===== src/rtl/ptmch_pkg.sv =====
// rtl/ptmch_pkg.sv - shared types, defaults and slice helpers for the opcode-match trigger generator
package ptmch_pkg;

    localparam int OPC_W_DEF  = 12;
    localparam int NUM_CH_DEF = 5;
    localparam int PLS_W_DEF  = 16;
    localparam int CNT_W_DEF  = 8;

    // Sized for the widest legal opcode (16 bits) and longest pulse (255 cycles)
    localparam int BIT_CNT_W = 5;
    localparam int PLS_CNT_W = 8;

    typedef enum logic [2:0] {
        ST_IDLE,
        ST_SHIFT,
        ST_EVAL,
        ST_PULSE,
        ST_WAIT_CS
    } ptmch_state_t;

    function automatic int ch_lsb(input int ch, input int width);
        return ch * width;
    endfunction

endpackage


===== src/rtl/ptmch_sync.sv =====
// rtl/ptmch_sync.sv - two-flop synchronizer with selectable reset value
module ptmch_sync #(
    parameter logic RST_VAL = 1'b0
) (
    input  logic clk,
    input  logic rst_n,
    input  logic din,
    output logic dout
);

    logic meta;

    always_ff @(posedge clk or negedge rst_n) begin
        if (!rst_n) begin
            meta <= RST_VAL;
            dout <= RST_VAL;
        end else begin
            meta <= din;
            dout <= meta;
        end
    end

endmodule


===== src/rtl/ptmch_trg_gen2.sv =====
// rtl/ptmch_trg_gen2.sv - snoops SPI opcodes and fires per-channel trigger pulses on masked matches
module ptmch_trg_gen2
    import ptmch_pkg::*;
#(
    parameter int OPC_W  = OPC_W_DEF,
    parameter int NUM_CH = NUM_CH_DEF,
    parameter int PLS_W  = PLS_W_DEF,
    parameter int CNT_W  = CNT_W_DEF
) (
    input  logic                      CLK160M,
    input  logic                      RESET_N,
    input  logic                      SPI_CS,
    input  logic                      SPI_CLK,
    input  logic                      SPI_MOSI,
    input  logic [NUM_CH-1:0]         CFG_EN,
    input  logic [NUM_CH*OPC_W-1:0]   CFG_OPC,
    input  logic [NUM_CH*OPC_W-1:0]   CFG_MASK,
    input  logic                      CNT_CLR,
    output logic [NUM_CH-1:0]         TRG_PLS,
    output logic [NUM_CH*CNT_W-1:0]   HIT_CNT,
    output logic                      BUSY
);

    ptmch_state_t state, state_nxt;

    logic                 cs_s, clk_s, mosi_s;
    logic                 cs_d, clk_d;
    logic [1:0]           sync_fill;
    logic                 armed;
    logic                 cs_fall, clk_rise;
    logic                 last_bit, pls_done;
    logic [OPC_W-1:0]     shreg;
    logic [BIT_CNT_W-1:0] bit_cnt;
    logic [PLS_CNT_W-1:0] pls_cnt;
    logic [NUM_CH-1:0]    hit;

    ptmch_sync #(.RST_VAL(1'b1)) u_sync_cs (
        .clk   (CLK160M),
        .rst_n (RESET_N),
        .din   (SPI_CS),
        .dout  (cs_s)
    );

    ptmch_sync #(.RST_VAL(1'b0)) u_sync_clk (
        .clk   (CLK160M),
        .rst_n (RESET_N),
        .din   (SPI_CLK),
        .dout  (clk_s)
    );

    ptmch_sync #(.RST_VAL(1'b0)) u_sync_mosi (
        .clk   (CLK160M),
        .rst_n (RESET_N),
        .din   (SPI_MOSI),
        .dout  (mosi_s)
    );

    // The CS synchronizer comes out of reset reading 1; arm frame detection only once a
    // real CS-high has propagated, so a frame already running at release is ignored.
    always_ff @(posedge CLK160M or negedge RESET_N) begin
        if (!RESET_N) begin
            cs_d      <= 1'b1;
            clk_d     <= 1'b0;
            sync_fill <= 2'b00;
            armed     <= 1'b0;
        end else begin
            cs_d      <= cs_s;
            clk_d     <= clk_s;
            sync_fill <= {sync_fill[0], 1'b1};
            if (sync_fill[1] && cs_s) begin
                armed <= 1'b1;
            end
        end
    end

    assign cs_fall  = armed && cs_d && !cs_s;
    assign clk_rise = clk_s && !clk_d;
    assign last_bit = (bit_cnt == BIT_CNT_W'(OPC_W - 1));
    assign pls_done = (pls_cnt == PLS_CNT_W'(PLS_W - 1));

    always_comb begin
        hit = '0;
        for (int i = 0; i < NUM_CH; i++) begin
            hit[i] = CFG_EN[i] &&
                     (((shreg ^ CFG_OPC[ch_lsb(i, OPC_W) +: OPC_W]) &
                       CFG_MASK[ch_lsb(i, OPC_W) +: OPC_W]) == '0);
        end
    end

    always_ff @(posedge CLK160M or negedge RESET_N) begin
        if (!RESET_N) begin
            state <= ST_IDLE;
        end else begin
            state <= state_nxt;
        end
    end

    always_comb begin
        state_nxt = state;
        BUSY      = (state != ST_IDLE);
        case (state)
            ST_IDLE: begin
                if (cs_fall) begin
                    state_nxt = ST_SHIFT;
                end
            end
            ST_SHIFT: begin
                if (cs_s) begin
                    state_nxt = ST_IDLE;
                end else if (clk_rise && last_bit) begin
                    state_nxt = ST_EVAL;
                end
            end
            ST_EVAL: begin
                state_nxt = (|hit) ? ST_PULSE : ST_WAIT_CS;
            end
            ST_PULSE: begin
                if (pls_done) begin
                    state_nxt = ST_WAIT_CS;
                end
            end
            ST_WAIT_CS: begin
                if (cs_s) begin
                    state_nxt = ST_IDLE;
                end
            end
            default: state_nxt = ST_IDLE;
        endcase
    end

    always_ff @(posedge CLK160M or negedge RESET_N) begin
        if (!RESET_N) begin
            shreg   <= '0;
            bit_cnt <= '0;
            pls_cnt <= '0;
            TRG_PLS <= '0;
        end else begin
            case (state)
                ST_IDLE: begin
                    if (cs_fall) begin
                        shreg   <= '0;
                        bit_cnt <= '0;
                    end
                end
                ST_SHIFT: begin
                    if (!cs_s && clk_rise) begin
                        shreg   <= {shreg[OPC_W-2:0], mosi_s};
                        bit_cnt <= bit_cnt + BIT_CNT_W'(1);
                    end
                end
                ST_EVAL: begin
                    TRG_PLS <= hit;
                    pls_cnt <= '0;
                end
                ST_PULSE: begin
                    if (pls_done) begin
                        TRG_PLS <= '0;
                    end else begin
                        pls_cnt <= pls_cnt + PLS_CNT_W'(1);
                    end
                end
                default: ;
            endcase
        end
    end

    for (genvar i = 0; i < NUM_CH; i++) begin : g_cnt
        logic [CNT_W-1:0] cnt;

        always_ff @(posedge CLK160M or negedge RESET_N) begin
            if (!RESET_N) begin
                cnt <= '0;
            end else if (CNT_CLR) begin
                cnt <= '0;
            end else if (state == ST_EVAL && hit[i] && cnt != '1) begin
                cnt <= cnt + CNT_W'(1);
            end
        end

        assign HIT_CNT[ch_lsb(i, CNT_W) +: CNT_W] = cnt;
    end

endmodule


===== config.mk =====
export PLATFORM = sky130hd
export DESIGN_NAME = ptmch_trg_gen2
export DESIGN_NICKNAME = d
export VERILOG_FILES = /design/src/rtl/ptmch_pkg.sv /design/src/rtl/ptmch_sync.sv /design/src/rtl/ptmch_trg_gen2.sv
export SDC_FILE = /design/constraint.sdc
export NUM_CORES = 1
export LEC_CHECK = 0
export ABC_AREA = 1
export ABC_CLOCK_PERIOD_IN_PS = 2900
export CAP_MARGIN = 30
export CORE_MARGIN = 3
export CORE_UTILIZATION = 40
export DETAILED_ROUTE_END_ITERATION = 12
export PLACE_DENSITY = 0.73
export SLEW_MARGIN = 20
export SYNTH_ARGS = -nofsm -noshare
export SYNTH_HDL_FRONTEND = slang
export SYNTH_SLANG_ARGS = --single-unit

===== constraint.sdc =====
create_clock -name CLK160M -period 2.9 [get_ports CLK160M]
set_input_delay 0.29 -clock CLK160M [delete_from_list [all_inputs] [get_ports CLK160M]]
set_output_delay 0.29 -clock CLK160M [all_outputs]
set_load 0.005 [all_outputs]

# [Word-level counts from Yosys, hierarchy flattened]
# Cells that the tools add are included.
[word_totals] input_bits=131 elab_cells=123 out_inout_bits=46 reg_bits=84
[classes] bitwise_logic=10 muxes=27 n_eq_ne=17 n_addsub=7 reduce_logical=42
[ops] operator="two-way mux 8 bit" n=11
[ops] operator="AND 12 bit" n=5
[ops] operator="zero test 12 bit" n=5
[ops] operator="XOR 12 bit" n=5
[ops] operator="adder 8 x 1 -> 8 bit (second input constant)" n=6
[ops] operator="inequality test 8 bit (second input constant)" n=5
[ops] operator="two-way mux 12 bit" n=2
[ops] operator="case mux 12 bit (2 select lines)" n=1
[ops] operator="logical AND 1 bit" n=21
[ops] operator="case mux 5 bit (2 select lines)" n=2
[ops] operator="two-way mux 3 bit" n=6
[ops] operator="case mux 8 bit (2 select lines)" n=1
[ops] operator="two-way mux 5 bit" n=3
[ops] operator="case mux 3 bit (5 select lines)" n=1
[ops] operator="nonzero test 2 bit" n=7
[ops] operator="equality test 8 x 4 -> 1 bit (second input constant)" n=1
[ops] operator="inequality test 2 bit (second input constant)" n=4
[ops] operator="equality test 3 x 2 -> 1 bit (second input constant)" n=2
[ops] operator="adder 5 x 1 -> 5 bit (second input constant)" n=1
[ops] operator="equality test 5 x 4 -> 1 bit (second input constant)" n=1
[ops] operator="OR reduction 5 bit" n=1
[ops] operator="AND reduction 2 bit" n=2
[ops] operator="AND reduction 4 bit" n=1
[ops] operator="equality test 3 x 1 -> 1 bit (second input constant)" n=1
[ops] operator="other kinds (7)" n=8

# [Depth between registers and ports, before layout]
# Gate-level depths: netlist (run 1).
[logic_depth] word_depth=8 mapped_depth=13 depth_no_buf=13

# [By module]
# Synthesis (run 1) repeated with hierarchy kept, for this count alone.
[unflattened] hier_cells=733 area_unflattened_um2=5496.5
[by_module_without_submodules] module="ptmch_trg_gen2" n_inst=1 area_per_inst_um2=5343.9 seq_area_each_um2=1953.1 cells_each=727
[by_module_without_submodules] module="ptmch_sync at u_sync_clk ..." n_inst=2 area_per_inst_um2=50.0 seq_area_each_um2=50.0 cells_each=2
[by_module_without_submodules] module="ptmch_sync at u_sync_cs" n_inst=1 area_per_inst_um2=52.6 seq_area_each_um2=52.6 cells_each=2

# [Worst setup path before layout (run 1)]
# OpenSTA, ideal clock, no wires.
[synth_path] path_kind="flip-flop to flip-flop" from="register shreg[5]" to="register g_cnt[2].cnt[7]" t_arrival_ns=1.488 path_buffers=1 period_less_slack_ns=1.623 path_slack_ns=1.277 stages_incl_launch_ff=11 t_required_ns=2.765 setup_ns=0.135 cell_sequence="dfrtp_1 buf_2 or2_2 nand3_1 nand3_1 nor2_2 nand4_4 nand2_2 inv_2 nand2_1 o31ai_1"
[synth_via] elab_chain_cells=7
[synth_lines] item="from (decl)" line_no="ptmch_trg_gen2.sv:32" text="logic [OPC_W-1:0] shreg;"
[synth_lines] item="from (signal assigned)" line_no="ptmch_trg_gen2.sv:147" text="shreg <= {shreg[OPC_W-2:0], mosi_s};"
[synth_lines] item="XOR 12 bit" line_no="ptmch_trg_gen2.sv:85" text="(((shreg ^ CFG_OPC[ch_lsb(i, OPC_W) +: OPC_W]) &"
[synth_lines] item="AND 12 bit" line_no="ptmch_trg_gen2.sv:85"
[synth_lines] item="zero test 12 bit" line_no="ptmch_trg_gen2.sv:85"
[synth_lines] item="logical AND 1 bit" line_no="ptmch_trg_gen2.sv:84" text="hit[i] = CFG_EN[i] &&"
[synth_lines] item="logical AND 1 bit (2 in series)" line_no="ptmch_trg_gen2.sv:175" text="end else if (state == ST_EVAL && hit[i] && cnt != '1) begin"
[synth_lines] item="nonzero test 2 bit (no line)"
[synth_lines] item="to (signal assigned)" line_no="ptmch_trg_gen2.sv:176" text="cnt <= cnt + CNT_W'(1);"
[synth_lines] item="to (decl)" line_no="ptmch_trg_gen2.sv:168" text="logic [CNT_W-1:0] cnt;"
# Every way passes these cells.
# A chain may end at the register's enable or synchronous reset.

# [Worst setup path in the final report (run 1)]
[layout_path] from="register shreg[0]" to="register g_cnt[0].cnt[4]"
[layout_via] elab_chain_cells=7
[layout_lines] item="XOR 12 bit" line_no="ptmch_trg_gen2.sv:85"
[layout_lines] item="AND 12 bit" line_no="ptmch_trg_gen2.sv:85"
[layout_lines] item="zero test 12 bit" line_no="ptmch_trg_gen2.sv:85"
[layout_lines] item="logical AND 1 bit" line_no="ptmch_trg_gen2.sv:84"
[layout_lines] item="logical AND 1 bit (2 in series)" line_no="ptmch_trg_gen2.sv:175"
[layout_lines] item="nonzero test 2 bit (no line)"
[layout_lines] item="to (signal assigned)" line_no="ptmch_trg_gen2.sv:176"
[layout_lines] item="to (decl)" line_no="ptmch_trg_gen2.sv:168"
# Every way passes these cells.

==> results of run 1 <==
==> registers in the layout, indices dropped and copies added, names as in the netlist <==
register and count:
g_cnt.cnt 40, shreg 12, pls_cnt 8, TRG_PLS 5, bit_cnt 5, state 3
sync_fill 2, armed 1, clk_d 1, cs_d 1, u_sync_clk.dout 1, u_sync_clk.meta 1
u_sync_cs.dout 1, u_sync_cs.meta 1, u_sync_mosi.dout 1, u_sync_mosi.meta 1
==> metal layers <==
layer | share of wire, % | GRT usage, % | up-vias
met4 | 1.9 | 6.73 | 0
met5 | 0 | 0 | -
li1 | - | - | 2714
met1 | 44 | 27.3 | 2346
met3 | 7.9 | 4.76 | 20
met2 | 46 | 35.6 | 175
==> area by class of cell <==
class,count,area [µm²]
Fill cell,1181,5170
Multi-Input combinational cell,560,2760
Sequential cell,84,2110
Timing Repair Buffer,180,1810
Inverter,64,241
Clock buffer,10,239
Tap cell,172,215
Clock inverter,6,119
==> worst paths after layout <==
check	to	cells after the start	startpoint	slack, ns
hold / removal	u_sync_clk.dout	0	u_sync_clk.meta	0.35
setup reg to reg	g_cnt[0].cnt[4]	11	shreg[0]	0.93
max in group asynchronous	u_sync_cs.dout	3	RESET_N	1.79
setup / recovery	g_cnt[0].cnt[4]	11	shreg[0]	0.93
hold reg to reg	u_sync_clk.dout	0	u_sync_clk.meta	0.35
min in group asynchronous	g_cnt[2].cnt[1]	2	RESET_N	0.45
==> cell families (layout without fill, tap and decap cells) <==
logic type / count (synthesis) / in the layout
AOI/OAI and AO/OA: 69 / 69
xor gates and xnor gates: 20 / 20
adders and majority gates: 7 / 7
buffers and inverters: 82 / 260
DFF: 84 / 84
other: 1 / 1
and+or+nand+nor: 463 / 463
==> report_power, final <==
part	internal, mW	switching (mW)
logic	0.430	0.437
registers	1.27	0.113
clock network	0.876	0.482
==> placed cells by master (no fill, tap or decap), types with 8 or more instances in the layout <==
| master | Yosys | layout |
|---|---|---|
| clkbuf_16 | 0 | 9 |
| nand3_1 | 65 | 65 |
| nor2_1 | 126 | 126 |
| or2_2 | 8 | 8 |
| inv_1 | 56 | 56 |
| o22ai_1 | 17 | 17 |
| nor2_2 | 9 | 9 |
| clkdlybuf4s50_1 | 0 | 175 |
| nand4_1 | 12 | 12 |
| o31ai_1 | 14 | 14 |
| nand2_1 | 199 | 199 |
| a21oi_1 | 8 | 8 |
| nor3_1 | 14 | 14 |
| xor2_1 | 15 | 15 |
| dfrtp_1 | 81 | 81 |
| o21ai_0 | 21 | 21 |
==> what timing repair did <==
| action | 4_1_cts | 5_1_grt |
|---|---|---|
| hold endpoints to repair | 34 | 0 |
| endpoints found under the setup margin | 0 | 0 |
| resized for setup | 0 | 0 |
| hold buffers | 1 | 0 |
==> worst max-delay path: cells and delay by family, from the launching register on <==
family          cells  cell delay [ns]
compound gates      1             0.07
flops               1             0.57
simple gates        9             1.14
buf+inv             1             0.06
==> stage by stage <==
stage               setup WS [ns]  total power, mW  cell area, µm²  instances  utilization (%)
global placement            0.669             2.24            7100       1058             56.0
global route                0.672             3.79            7500       1076             59.2
floorplan                    1.28             1.82            5200        726                -
finish                      0.929             3.61            7500       1076             59.2
detailed placement          0.655             2.28            7130       1059             56.3
CTS                         0.899             3.65            7500       1076             59.2
==> summary.txt, run 1 <==
Outcome -> completed
Max FO, Critical Path -> 10
Max-slew headroom -> 57.0%
Antenna Nets Post-Route -> 0
CTS tree -> yes
Leak pwr -> 3.35 nW
Max-cap viol count -> 0
Synth Area in XOR/XNOR -> 3.37%
Post-synth top cells -> nand2_1, nor2_1, dfrtp_1, nand3_1, inv_1
CTS Buffer Depth -> 2
Core area -> 12700 µm²
Most area-hungry cell type in the Yosys netlist -> dfrtp_1
Post-synth EDFFs -> 0
Top cells by area, synth -> dfrtp_1, nand2_1, nor2_1, nand3_1, inv_1
Area fraction of the dominant cell type after synthesis -> 39.0%
YS warnings -> 0
Post-Route Skew -> 0.00745 ns
Top FF cell, synth -> dfrtp_1
Main combinational cell family by area after synthesis -> simple AND/OR/NAND/NOR gates
Height of the die -> 120 µm
Skew-Pair Late Insertion Delay -> 0.34 ns
Inserted Clock Buffers -> 9
Slowest Stage Delay on Critical Path -> 0.57 ns
Startpoint class of the critical path -> flip-flop
Yosys reg bits -> 84
Crit path required time -> 3.11 ns
Per-cell routed wire length -> 14.2 µm
Setup TNS -> 0 ns
Worst Max-Slew Pin Slew -> 0.639 ns
Tmin final -> 1.97 ns
Mapped Cells -> 726
Multiplexer share of the synthesized area -> 0%
Std-Cell Rows -> 41
Avg Cell Area, Syn -> 7.17 µm²
DR vias/cell -> 4.88
Maximum clock frequency -> 0.507 GHz
Setup Buffers After CTS -> 0
Largest net degree at the start of global routing -> 51
DRT iter0 DRCs -> 218
H-tree levels -> 3
Most used cell along the critical path -> nand2_1
Pwr dens -> 482 nW/µm²
Clock-pin slew of the registers on the worst-case setup and hold paths -> 0.06 ns
Die area -> 14400 µm²
Fin. Hold Viols -> 0
Antenna diodes -> 0
Crit-path cells -> nand2_1, nand2_1, nor2_1, nor2_1, nand2_1, nor2_1, nand4_4, nand2_2, inv_2, nand2_1, o31ai_1
Global-route wire length before repair -> 24300 µm
Worst Setup End Kind -> flip-flop
Seq/Total Area, Yosys -> 40.5%
Initial core utilization -> 41.1%
Number of global-route vias before repair -> 4887
Post-synthesis simple-gate area fraction -> 40.1%
Worst min path class -> flip-flop to flip-flop
Yosys cell types -> 40
Crit Path Category -> flip-flop to flip-flop
Nets -> 1037
Final Max Tran Viols -> 0
Gr usage total -> 21.2%
Max VDD drop -> 0.000279 V
Count leader, synth -> nand2_1
# DRC -> 0
Final WL -> 15300 µm
Root Buffer -> clkbuf_16
Post-DP HPWL -> 11900 µm
Synthesis-to-layout area growth -> 44.0%
Top-level I/O count -> 177
Total congestion overflow -> 0
RSZ-0062 raised after global routing -> false
Routability cong. -> 0.806
Final period util -> 68.0%
Post-synth ARST share -> 100%
Initial antenna violation count -> 0
Synth Area in Adders -> 1.68%
Mapped cell area -> 5200 µm²
CTS sink cnt -> 84
Setup violators final -> 0
I/O Buffers -> 176
Via count -> 5255
CP Data Arrival Time -> 2.18 ns
Mapped Nets -> 864
Fin Hold WS -> 0.354 ns
First-pass iteration count of the detailed router -> 5
Crit-path slowest cell -> dfrtp_1
Layout cells sized above 1 -> 6.97%
Synth Area in Compound Gates -> 7.93%
Die Width -> 120 µm
Note: power is estimated with default switching activity, not from simulation.
==> run 2, diff against run 1 <==
--- a/config.mk
+++ b/config.mk
@@ -6,12 +6,12 @@
 export NUM_CORES = 1
 export LEC_CHECK = 0
 export ABC_AREA = 1
-export ABC_CLOCK_PERIOD_IN_PS = 2900
+export ABC_CLOCK_PERIOD_IN_PS = 1800
 export CAP_MARGIN = 30
 export CORE_MARGIN = 3
 export CORE_UTILIZATION = 40
 export DETAILED_ROUTE_END_ITERATION = 12
-export PLACE_DENSITY = 0.73
+export PLACE_DENSITY = 0.76
 export SLEW_MARGIN = 20
 export SYNTH_ARGS = -nofsm -noshare
 export SYNTH_HDL_FRONTEND = slang
==> constraint.sdc (replaced) <==
create_clock -name CLK160M -period 1.8 [get_ports CLK160M]
set_input_delay 0.18 -clock CLK160M [delete_from_list [all_inputs] [get_ports CLK160M]]
set_output_delay 0.18 -clock CLK160M [all_outputs]
set_load 0.005 [all_outputs]
==> run 2 against run 1 <==
The run now ends with setup timing left. Sequential share of layout area fell by 2.7 points. Largest cell class unchanged. Maximum frequency grew 8.4%. Core utilization increased by 6.7 points. Non-clock buffer count rose by 71. Sequential power is 60% higher. Register-to-register slack worse by 0.95 ns. Design area is 11% higher. First-iteration DRC count rose by 6.4%. Worst setup slack got worse by 0.95 ns. Power rose by 63%. Largest power group unchanged. Flip-flop and latch count unchanged.
==> summary.txt, run 2 (same netlist as run 1, synthesis figures left out) <==
Core area -> 12700 µm² (unchanged)
Hold_sp -> SPI_CS (was u_sync_clk.meta)
Largest Register -> g_cnt.cnt (unchanged)
I/O Buffers -> 176 (unchanged)
Nets -> 1110 (was 1037)
Antenna Nets Post-Route -> 0 (unchanged)
R2R cell count -> 9 (was 11)
Most common cell after layout, fill and taps aside -> nand2_1 (unchanged)
Max FO, Critical Path -> 6 (was 10)
Setup TNS -> -0.0315 ns (was 0 ns)
Number of global-route vias before repair -> 5113 (was 4887)
DRT iter0 DRCs -> 232 (was 218)
Final Max Tran Viols -> 0 (unchanged)
Antenna diodes -> 0 (unchanged)
Biggest regs -> g_cnt.cnt x40, shreg x12, pls_cnt x8 (unchanged)
Setup violators final -> 2 (was 0)
H-tree levels -> 3 (unchanged)
RSZ-0062 raised after global routing -> true (was false)
Max VDD drop -> 0.000549 V (was 0.000279 V)
First-pass iteration count of the detailed router -> 4 (was 5)
RR Endpoint -> g_cnt[4].cnt[0] (was g_cnt[0].cnt[4])
Post-DP HPWL -> 12400 µm (was 11900 µm)
Maximum clock frequency -> 0.550 GHz (was 0.507 GHz)
CTS Buffer Depth -> 2 (unchanged)
Startpoint class of the critical path -> flip-flop (unchanged)
Root Buffer -> clkbuf_16 (unchanged)
Layout Cell Area excl Fill -> 8340 µm² (was 7500 µm²)
Crit-path slowest cell -> dfrtp_2 (was dfrtp_1)
Leak pwr -> 3.75 nW (was 3.35 nW)
# DRC -> 0 (unchanged)
Height of the die -> 120 µm (unchanged)
Placed cell area -> 7500 µm² (was 7130 µm²)
Max-cap viol count -> 0 (unchanged)
Post-Route Skew -> 0.00788 ns (was 0.00745 ns)
Skew-Pair Late Insertion Delay -> 0.34 ns (about the same)
Clock-pin slew of the registers on the worst-case setup and hold paths -> 0.06 ns (about the same)
Per-cell routed wire length -> 14.7 µm (was 14.2 µm)
Place WS -> -0.258 ns (was 0.655 ns)
Inserted Clock Buffers -> 9 (unchanged)
Fin Hold WS -> 0.249 ns (was 0.354 ns)
Reg2Reg Launch Point -> shreg[5] (was shreg[0])
Tmin final -> 1.82 ns (was 1.97 ns)
Worst reg2reg setup slack -> -0.02 ns (was 0.93 ns)
Failing checks -> setup timing
Std-Cell Rows -> 41 (unchanged)
Number of fill cells -> 1064 (was 1181)
Final setup margin -> -0.0177 ns (was 0.929 ns)
Largest net degree at the start of global routing -> 37 (was 51)
DR vias/cell -> 4.95 (was 4.88)
Worst Setup End Kind -> flip-flop (unchanged)
Final WL -> 16900 µm (was 15300 µm)
Crit Path Category -> flip-flop to flip-flop (unchanged)
Initial core utilization -> 41.1% (unchanged)
Global-route wire length before repair -> 25300 µm (was 24300 µm)
Outcome -> complete, but fails checks (was completed)
CP Data Arrival Time -> 2.04 ns (was 2.18 ns)
Routability cong. -> 0.853 (was 0.806)
Die area -> 14400 µm² (unchanged)
CTS tree -> yes (unchanged)
Die Width -> 120 µm (unchanged)
Via count -> 5687 (was 5255)
Worst min path class -> input port to flip-flop (was flip-flop to flip-flop)
Critical Path Start -> shreg[5] (was shreg[0])
Worst Setup EP -> g_cnt[4].cnt[0] (was g_cnt[0].cnt[4])
Total congestion overflow -> 0 (unchanged)
Fin. Hold Viols -> 0 (unchanged)
CTS sink cnt -> 84 (unchanged)
Top-level I/O count -> 177 (unchanged)
Power Total -> 5.90 mW (was 3.61 mW)
Initial antenna violation count -> 0 (unchanged)
Most frequent cells in the layout -> nand2_1, clkdlybuf4s50_1, nor2_1 (unchanged)
Max reg flops -> 40 (unchanged)
Crit-path cells -> or2_0, nand3_2, nand3_1, nor2_2, buf_6, nand4_4, buf_4, xor2_1, nor2_1 (was nand2_1, nand2_1, nor2_1, nor2_1, nand2_1, nor2_1, nand4_4, nand2_2, inv_2, nand2_1, o31ai_1)
Final period util -> 101% (was 68.0%)
Crit path required time -> 2.02 ns (was 3.11 ns)
Synthesis-to-layout area growth -> 60.3% (was 44.0%)
Gr usage total -> 22.1% (was 21.2%)
Slowest Stage Delay on Critical Path -> 0.46 ns (was 0.57 ns)
Layout cells sized above 1 -> 19.8% (was 6.97%)
Pwr dens -> 707 nW/µm² (was 482 nW/µm²)
run 2: changes by cell type in the layout (fill, tap and decap cells not counted), moves of 10 or more:
cell     previous run  this run
nor2_1            126       116
dfrtp_2             0        12
nand3_2             0        13
dfrtp_1            81        69
nand2_1           199       187
nand3_1            65        52
buf_4               3        64
run 2: metrics by stage:
stage | utilization (%) | cells
final | 65.8 | 1149
after global routing | 65.8 | 1149
after CTS | 62.9 | 1132
after detailed placement | 59.2 | 1109
after global placement | 59.2 | 1109
after floorplan | - | 726
run 2: how the worst min path moves through the flow:
stage                 endpoint  slack [ns]  depth (start not counted)
4_1_cts         u_sync_cs.meta        0.24                          1
3_5_place_dp   g_cnt[2].cnt[3]        0.17                          1
2_1_floorplan       TRG_PLS[0]       -0.12                          0
5_1_grt         u_sync_cs.meta        0.24                          1
3_3_place_gp   g_cnt[2].cnt[3]        0.17                          1
6_report        u_sync_cs.meta        0.25                          1
run 2: layout make-up:
cell class / instances / area, µm² / area share (%)
multi-input combinational: 562 / 3040 / 36.5
clock inverter: 7 / 100 / 1.20
timing repair buffer: 251 / 2390 / 28.6
clock buffer: 9 / 225 / 2.70
tap: 172 / 215 / 2.58
sequential: 84 / 2120 / 25.4
inverter: 64 / 249 / 2.99
run 2: layer usage:
| layer | vias up | wire length (µm) | track usage, % |
|---|---|---|---|
| met1 | 2627 | 7100 | 27.9 |
| met2 | 176 | 8240 | 37.3 |
| met3 | 19 | 1280 | 4.81 |
| li1 | 2865 | - | - |
| met4 | 0 | 325 | 8.02 |
| met5 | - | 0 | 0 |
run 2: worst max-delay path: cells and delay by family, from the launching register on:
family | cells | cell delay, ns
AND/OR/NAND/NOR | 6 | 0.78
XOR/XNOR | 1 | 0.13
buffers and inverters | 2 | 0.31
flip-flops | 1 | 0.46
run 2: where the power goes:
group	switching (mW)	internal, mW
sequential	0.174	2.06
combinational	0.793	0.870
clock	0.778	1.22
run 2: what timing repair did:
action,CTS,global route
gates cloned,2,0
endpoints found under the hold margin,31,0
pin swaps,6,35
buffers inserted,5,17
setup endpoints to repair,45,48
gates resized for setup,28,66
hold buffers,1,0
==> edit 1 (config.mk and constraints of run 2) <==
`CNT_W_DEF`: 8 -> 6.
--- a/src/rtl/ptmch_pkg.sv
+++ b/src/rtl/ptmch_pkg.sv
@@ -4,7 +4,7 @@
     localparam int OPC_W_DEF  = 12;
     localparam int NUM_CH_DEF = 5;
     localparam int PLS_W_DEF  = 16;
-    localparam int CNT_W_DEF  = 8;
+    localparam int CNT_W_DEF  = 6;
 
     // Sized for the widest legal opcode (16 bits) and longest pulse (255 cycles)
     localparam int BIT_CNT_W = 5;
Interface: changed (resized HIT_CNT); port bits go from 177 to 167. No check against the original RTL was run, so the function may have changed too.
==> edit 1 against run 2 <==
The run still ends with negative setup slack left. Non-clock buffer count shrank 29. First-iteration DRC count rose by 6.5%. Total power is 2.1% lower. Sequential power fell by 9.0%. Area after synthesis fell by 9.2%. Sequential share of layout area down 0.51 points. Wire length down 11%. Critical path depth is 4 higher. Cell area decreased by 10%. Core utilization is 0.37 points lower. Fmax fell by 1.6%. Sequential cell count decreased by 10. Worst setup slack lost 0.030 ns. Largest cell class unchanged. Highest routed layer unchanged.
==> edit 1: results (changes against run 2) <==
stage,metric,value,unit,change
drt,drt_iter0_markers,247,,+6.5%
timing,setup_viol,9,,+7
drt,avgViaCountPerCell,4.98,,+0.65%
setup_path,worst_ep_arrival_time,2.06,ns,+0.02 ns
placement,dp_hpwl,11000,µm,-11%
timing,skew,0.00703,ns,-0.000854 ns
global_route,track_usage,0.220,,-0.00127
run_status,outcome,finished with violations,,
global_route,use_met1,0.283,,+0.00488
placement,portBuffers,166,,-5.7%
yosys,seq_area_frac_synth,0.393,,-0.0118
global_route,grt_use_met2,0.375,,+0.00187
drt,wl_per_cell,14.5,µm,-1.9%
timing,finalSetupTns,-0.224,ns,-0.192 ns
drt,dr_wl_met2,7530,µm,-8.5%
clock_network,clkTransAtPathRegs,0.05,ns,
global_route,grt_start_max_net_pins,32,,-14%
drt,wl_met1,6310,µm,-11%
drt,dr_wl_met3,939,µm,-26%
finish,nNetsFinal,1037,,-6.6%
yosys,yosys-top-cells-area,"dfrtp_1, nand2_1, nor2_1",,
finish,reg.largest.list,"g_cnt.cnt: 30 flops, shreg: 12 flops, pls_cnt: 8 flops",,
yosys,syn_avg_cell_area,6.90,µm²,-3.8%
run_status,failed_checks,negative setup slack,,
placement,pre_cts_ws,-0.281,ns,-0.0222 ns
global_route,met3_usage,0.0296,,-0.0185
global_route,grt_pass1_vias,4858,,-5.0%
yosys,synth_nets,823,,-4.7%
power_and_ir_drop,internal_power,3.98,mW,-4.0%
power_and_ir_drop,pwr-share-seq,0.351,,-0.028
timing,postLayoutSetupSlackWorst,-0.0474,ns,-0.0298 ns
power_and_ir_drop,ir_drop,0.586,mV,+6.9%
power_and_ir_drop,pg_seq,2.03,mW,-9.0%
yosys,synth_cell_types,44,,+10%
power_and_ir_drop,pwr.group.clock,1.87,mW,-7%
yosys,ys_top_cells_by_count,"nand2_1, nor2_1, dfrtp_1",,
power_and_ir_drop,p_leak,3.44,nW,-8.1%
==> edit 1: cell types whose count changed after synthesis, sizes merged, moves of 3 or more <==
| cell | before | now |
|---|---|---|
| o31ai | 14 | 0 |
| nand4 | 17 | 6 |
| dfrtp | 81 | 71 |
| inv | 63 | 54 |
| nand2 | 203 | 212 |
| nor2 | 138 | 129 |
| nand3 | 65 | 71 |
| nor3 | 15 | 10 |
| xor2 | 15 | 20 |
| o22ai | 17 | 13 |
| nor3b | 6 | 3 |
==> edit 1: layout make-up <==
cell class,instances,area (µm²),share of cell area
multi-input combinational,536,2810,0.374
timing repair buffer,222,2120,0.283
sequential,74,1870,0.249
clock buffer,10,229,0.0305
inverter,56,213,0.0283
tap,143,179,0.0238
clock inverter,6,82.6,0.0110
==> edit 1: logic make-up after synthesis <==
family                     count (synthesis)  share of synthesized area
and+or+nand+nor                          450                      0.411
buffers and inverters                     75                     0.0646
DFF                                       74                      0.393
AOI/OAI and AO/OA                         55                     0.0691
xor gates and xnor gates                  23                     0.0427
adders and majority gates                  7                     0.0185
other                                      1                   0.000794
==> edit 1: final timing paths <==
kind / startpoint / to / slack, ns / depth (start not counted)
max in group asynchronous: RESET_N / shreg[9] / 0.89 / 3
min in group asynchronous: RESET_N / g_cnt[4].cnt[0] / 0.30 / 2
worst min register to register: u_sync_clk.meta / u_sync_clk.dout / 0.35 / 0
worst max register to register: shreg[4] / g_cnt[1].cnt[4] / -0.05 / 13
worst max-delay path: shreg[4] / g_cnt[1].cnt[4] / -0.05 / 13
worst min-delay path: SPI_CS / u_sync_cs.meta / 0.26 / 1
==> edit 1: timing repair <==
item,4_1_cts,5_1_grt
setup buffers,10,16
cloned,0,0
pin swaps,9,35
setup endpoints to repair,31,52
endpoints found under the hold margin,25,0
resized for setup,34,66
hold buffers,1,0
==> edit 2 (config.mk and constraints of run 2) <==
Without the edit above. Reset style: synchronous (`RESET_N` and `rst_n`), changed in 5 clocked blocks.
--- a/src/rtl/ptmch_sync.sv
+++ b/src/rtl/ptmch_sync.sv
@@ -10,7 +10,7 @@
 
     logic meta;
 
-    always_ff @(posedge clk or negedge rst_n) begin
+    always_ff @(posedge clk) begin
         if (!rst_n) begin
             meta <= RST_VAL;
             dout <= RST_VAL;
--- a/src/rtl/ptmch_trg_gen2.sv
+++ b/src/rtl/ptmch_trg_gen2.sv
@@ -57,7 +57,7 @@
 
     // The CS synchronizer comes out of reset reading 1; arm frame detection only once a
     // real CS-high has propagated, so a frame already running at release is ignored.
-    always_ff @(posedge CLK160M or negedge RESET_N) begin
+    always_ff @(posedge CLK160M) begin
         if (!RESET_N) begin
             cs_d      <= 1'b1;
             clk_d     <= 1'b0;
@@ -87,7 +87,7 @@
         end
     end
 
-    always_ff @(posedge CLK160M or negedge RESET_N) begin
+    always_ff @(posedge CLK160M) begin
         if (!RESET_N) begin
             state <= ST_IDLE;
         end else begin
@@ -128,7 +128,7 @@
         endcase
     end
 
-    always_ff @(posedge CLK160M or negedge RESET_N) begin
+    always_ff @(posedge CLK160M) begin
         if (!RESET_N) begin
             shreg   <= '0;
             bit_cnt <= '0;
@@ -167,7 +167,7 @@
     for (genvar i = 0; i < NUM_CH; i++) begin : g_cnt
         logic [CNT_W-1:0] cnt;
 
-        always_ff @(posedge CLK160M or negedge RESET_N) begin
+        always_ff @(posedge CLK160M) begin
             if (!RESET_N) begin
                 cnt <= '0;
             end else if (CNT_CLR) begin
Behaviour: differs if RESET_N is asserted again (counterexample within 10 cycles, from zero or initial values and one cycle with RESET_N low); with RESET_N held inactive, the same outputs for 10 cycles.
==> edit 2 against run 2 <==
Worst setup slack gained 0.026 ns. Total power shrank 11%. Non-clock buffer count shrank 13. Wire length shrank 4.5%. Sequential cell count is the same. Sequential power shrank 8%. Sequential share of layout area shrank 3.9 points. Area after synthesis shrank 4.7%. Cell area shrank 4.3%. Combinational power shrank 26%.
==> edit 2: results (changes against run 2) <==
stage,metric,value,unit,change
drt,avgViaCountPerCell,4.86,,-1.8%
timing,skew,0.00480,ns,-0.00308 ns
run_status,outcome,"complete, no violations",,
global_route,grt_start_max_net_pins,22,,-41%
placement,pre_cts_ws,-0.306,ns,-0.0476 ns
finish,drive_above_1_share,0.189,,-0.00828
yosys,ys_top_cells_by_count,"nand2_1, nor2_1, inv_1",,
placement,dp_hpwl,12100,µm,-2.8%
drt,dr_total_vias,5797,,+1.9%
power_and_ir_drop,switchingPower,1.44,mW,-18%
power_and_ir_drop,p_leak,3.31,nW,-12%
global_route,grt_pass1_wl,25000,µm,-1.2%
yosys,synth_nets,932,,+7.9%
power_and_ir_drop,ir_drop,0.627,mV,+14%
setup_path,crit_fanout,7,,+1
placement,placed_area,7190,µm²,-4.1%
min_path,hold_depth,3,,+2
global_route,track_usage,0.219,,-0.00165
finish,nNetsFinal,1159,,+4.4%
global_route,met3_usage,0.0482,,+0.000148
yosys,yosys-top-cells-area,"dfxtp_1, nand2_1, nor2_1",,
yosys,netlist_instances,794,,+9.4%
setup_path,cpPeakStageDelay,0.38,ns,-0.08 ns
setup_path,worst_ep_arrival_time,2.07,ns,+0.03 ns
drt,wl,16200,µm,-4.5%
placement,gp_congestion,0.874,,+2.5%
-- edit 2: cell types whose count changed after synthesis, sizes merged, moves of 12 or more --
cell	before	now
a211oi	0	12
a21oi	8	49
dfrtp	81	0
dfxtp	0	84
inv	63	101
nand2	203	220
o22ai	17	2
o31ai	14	0
-- edit 2: final cells by class --
| cell class | instances | area, µm² | share of cell area |
|---|---|---|---|
| clock buffer | 9 | 225 | 0.0282 |
| clock inverter | 6 | 88.8 | 0.0111 |
| inverter | 103 | 397 | 0.0497 |
| multi-input combinational | 585 | 3080 | 0.386 |
| sequential | 84 | 1720 | 0.216 |
| tap | 168 | 210 | 0.0263 |
| timing repair buffer | 238 | 2260 | 0.283 |
-- edit 2: final timing paths --
check / start / endpoint / slack (ns)
setup / recovery: shreg[8] / g_cnt[3].cnt[5] / 0.009
hold / removal: SPI_CLK / u_sync_clk.meta / 0.37
setup reg to reg: shreg[8] / g_cnt[3].cnt[5] / 0.009
hold reg to reg: sync_fill[0] / sync_fill[1] / 0.41
-- edit 2: repair_timing --
item                       4_1_cts  5_1_grt
setup endpoints to repair       31       61
gates resized for setup         26      101
hold buffers                     0        0
pin swaps                        2       25
cloned                           0        1
buffers inserted                 2       10
-- edit 2: layer usage --
layer | vias up | wire (µm) | share of wire
met3 | 22 | 919 | 0.057
met2 | 155 | 7940 | 0.49
li1 | 2990 | - | -
met5 | - | 0 | 0
met4 | 0 | 335 | 0.021
met1 | 2630 | 6980 | 0.43
-- edit 2: critical path, delay by kind of cell (launching register included) --
family,cells,cell delay (ns)
compound gates,1,0.12
flops,1,0.38
simple gates,10,1.18
buf+inv,1,0.05
-- edit 2: logic make-up after synthesis --
group | share of synthesized area
compound gates | 0.114
xor+xnor | 0.0159
fa+ha+maj | 0.0177
buf+inv | 0.0997
flops | 0.339
simple gates | 0.413
-- edit 2: power groups by stage --
stage | combinational (mW) | clock [mW] | sequential (mW)
finish | 1.23 | 1.95 | 2.06
floorplan | 0.598 | 0 | 1.99
detailed placement | 1.03 | 0 | 2.09
CTS | 1.06 | 1.99 | 2.06
global placement | 1.02 | 0 | 2.09
global route | 1.35 | 2.07 | 2.07
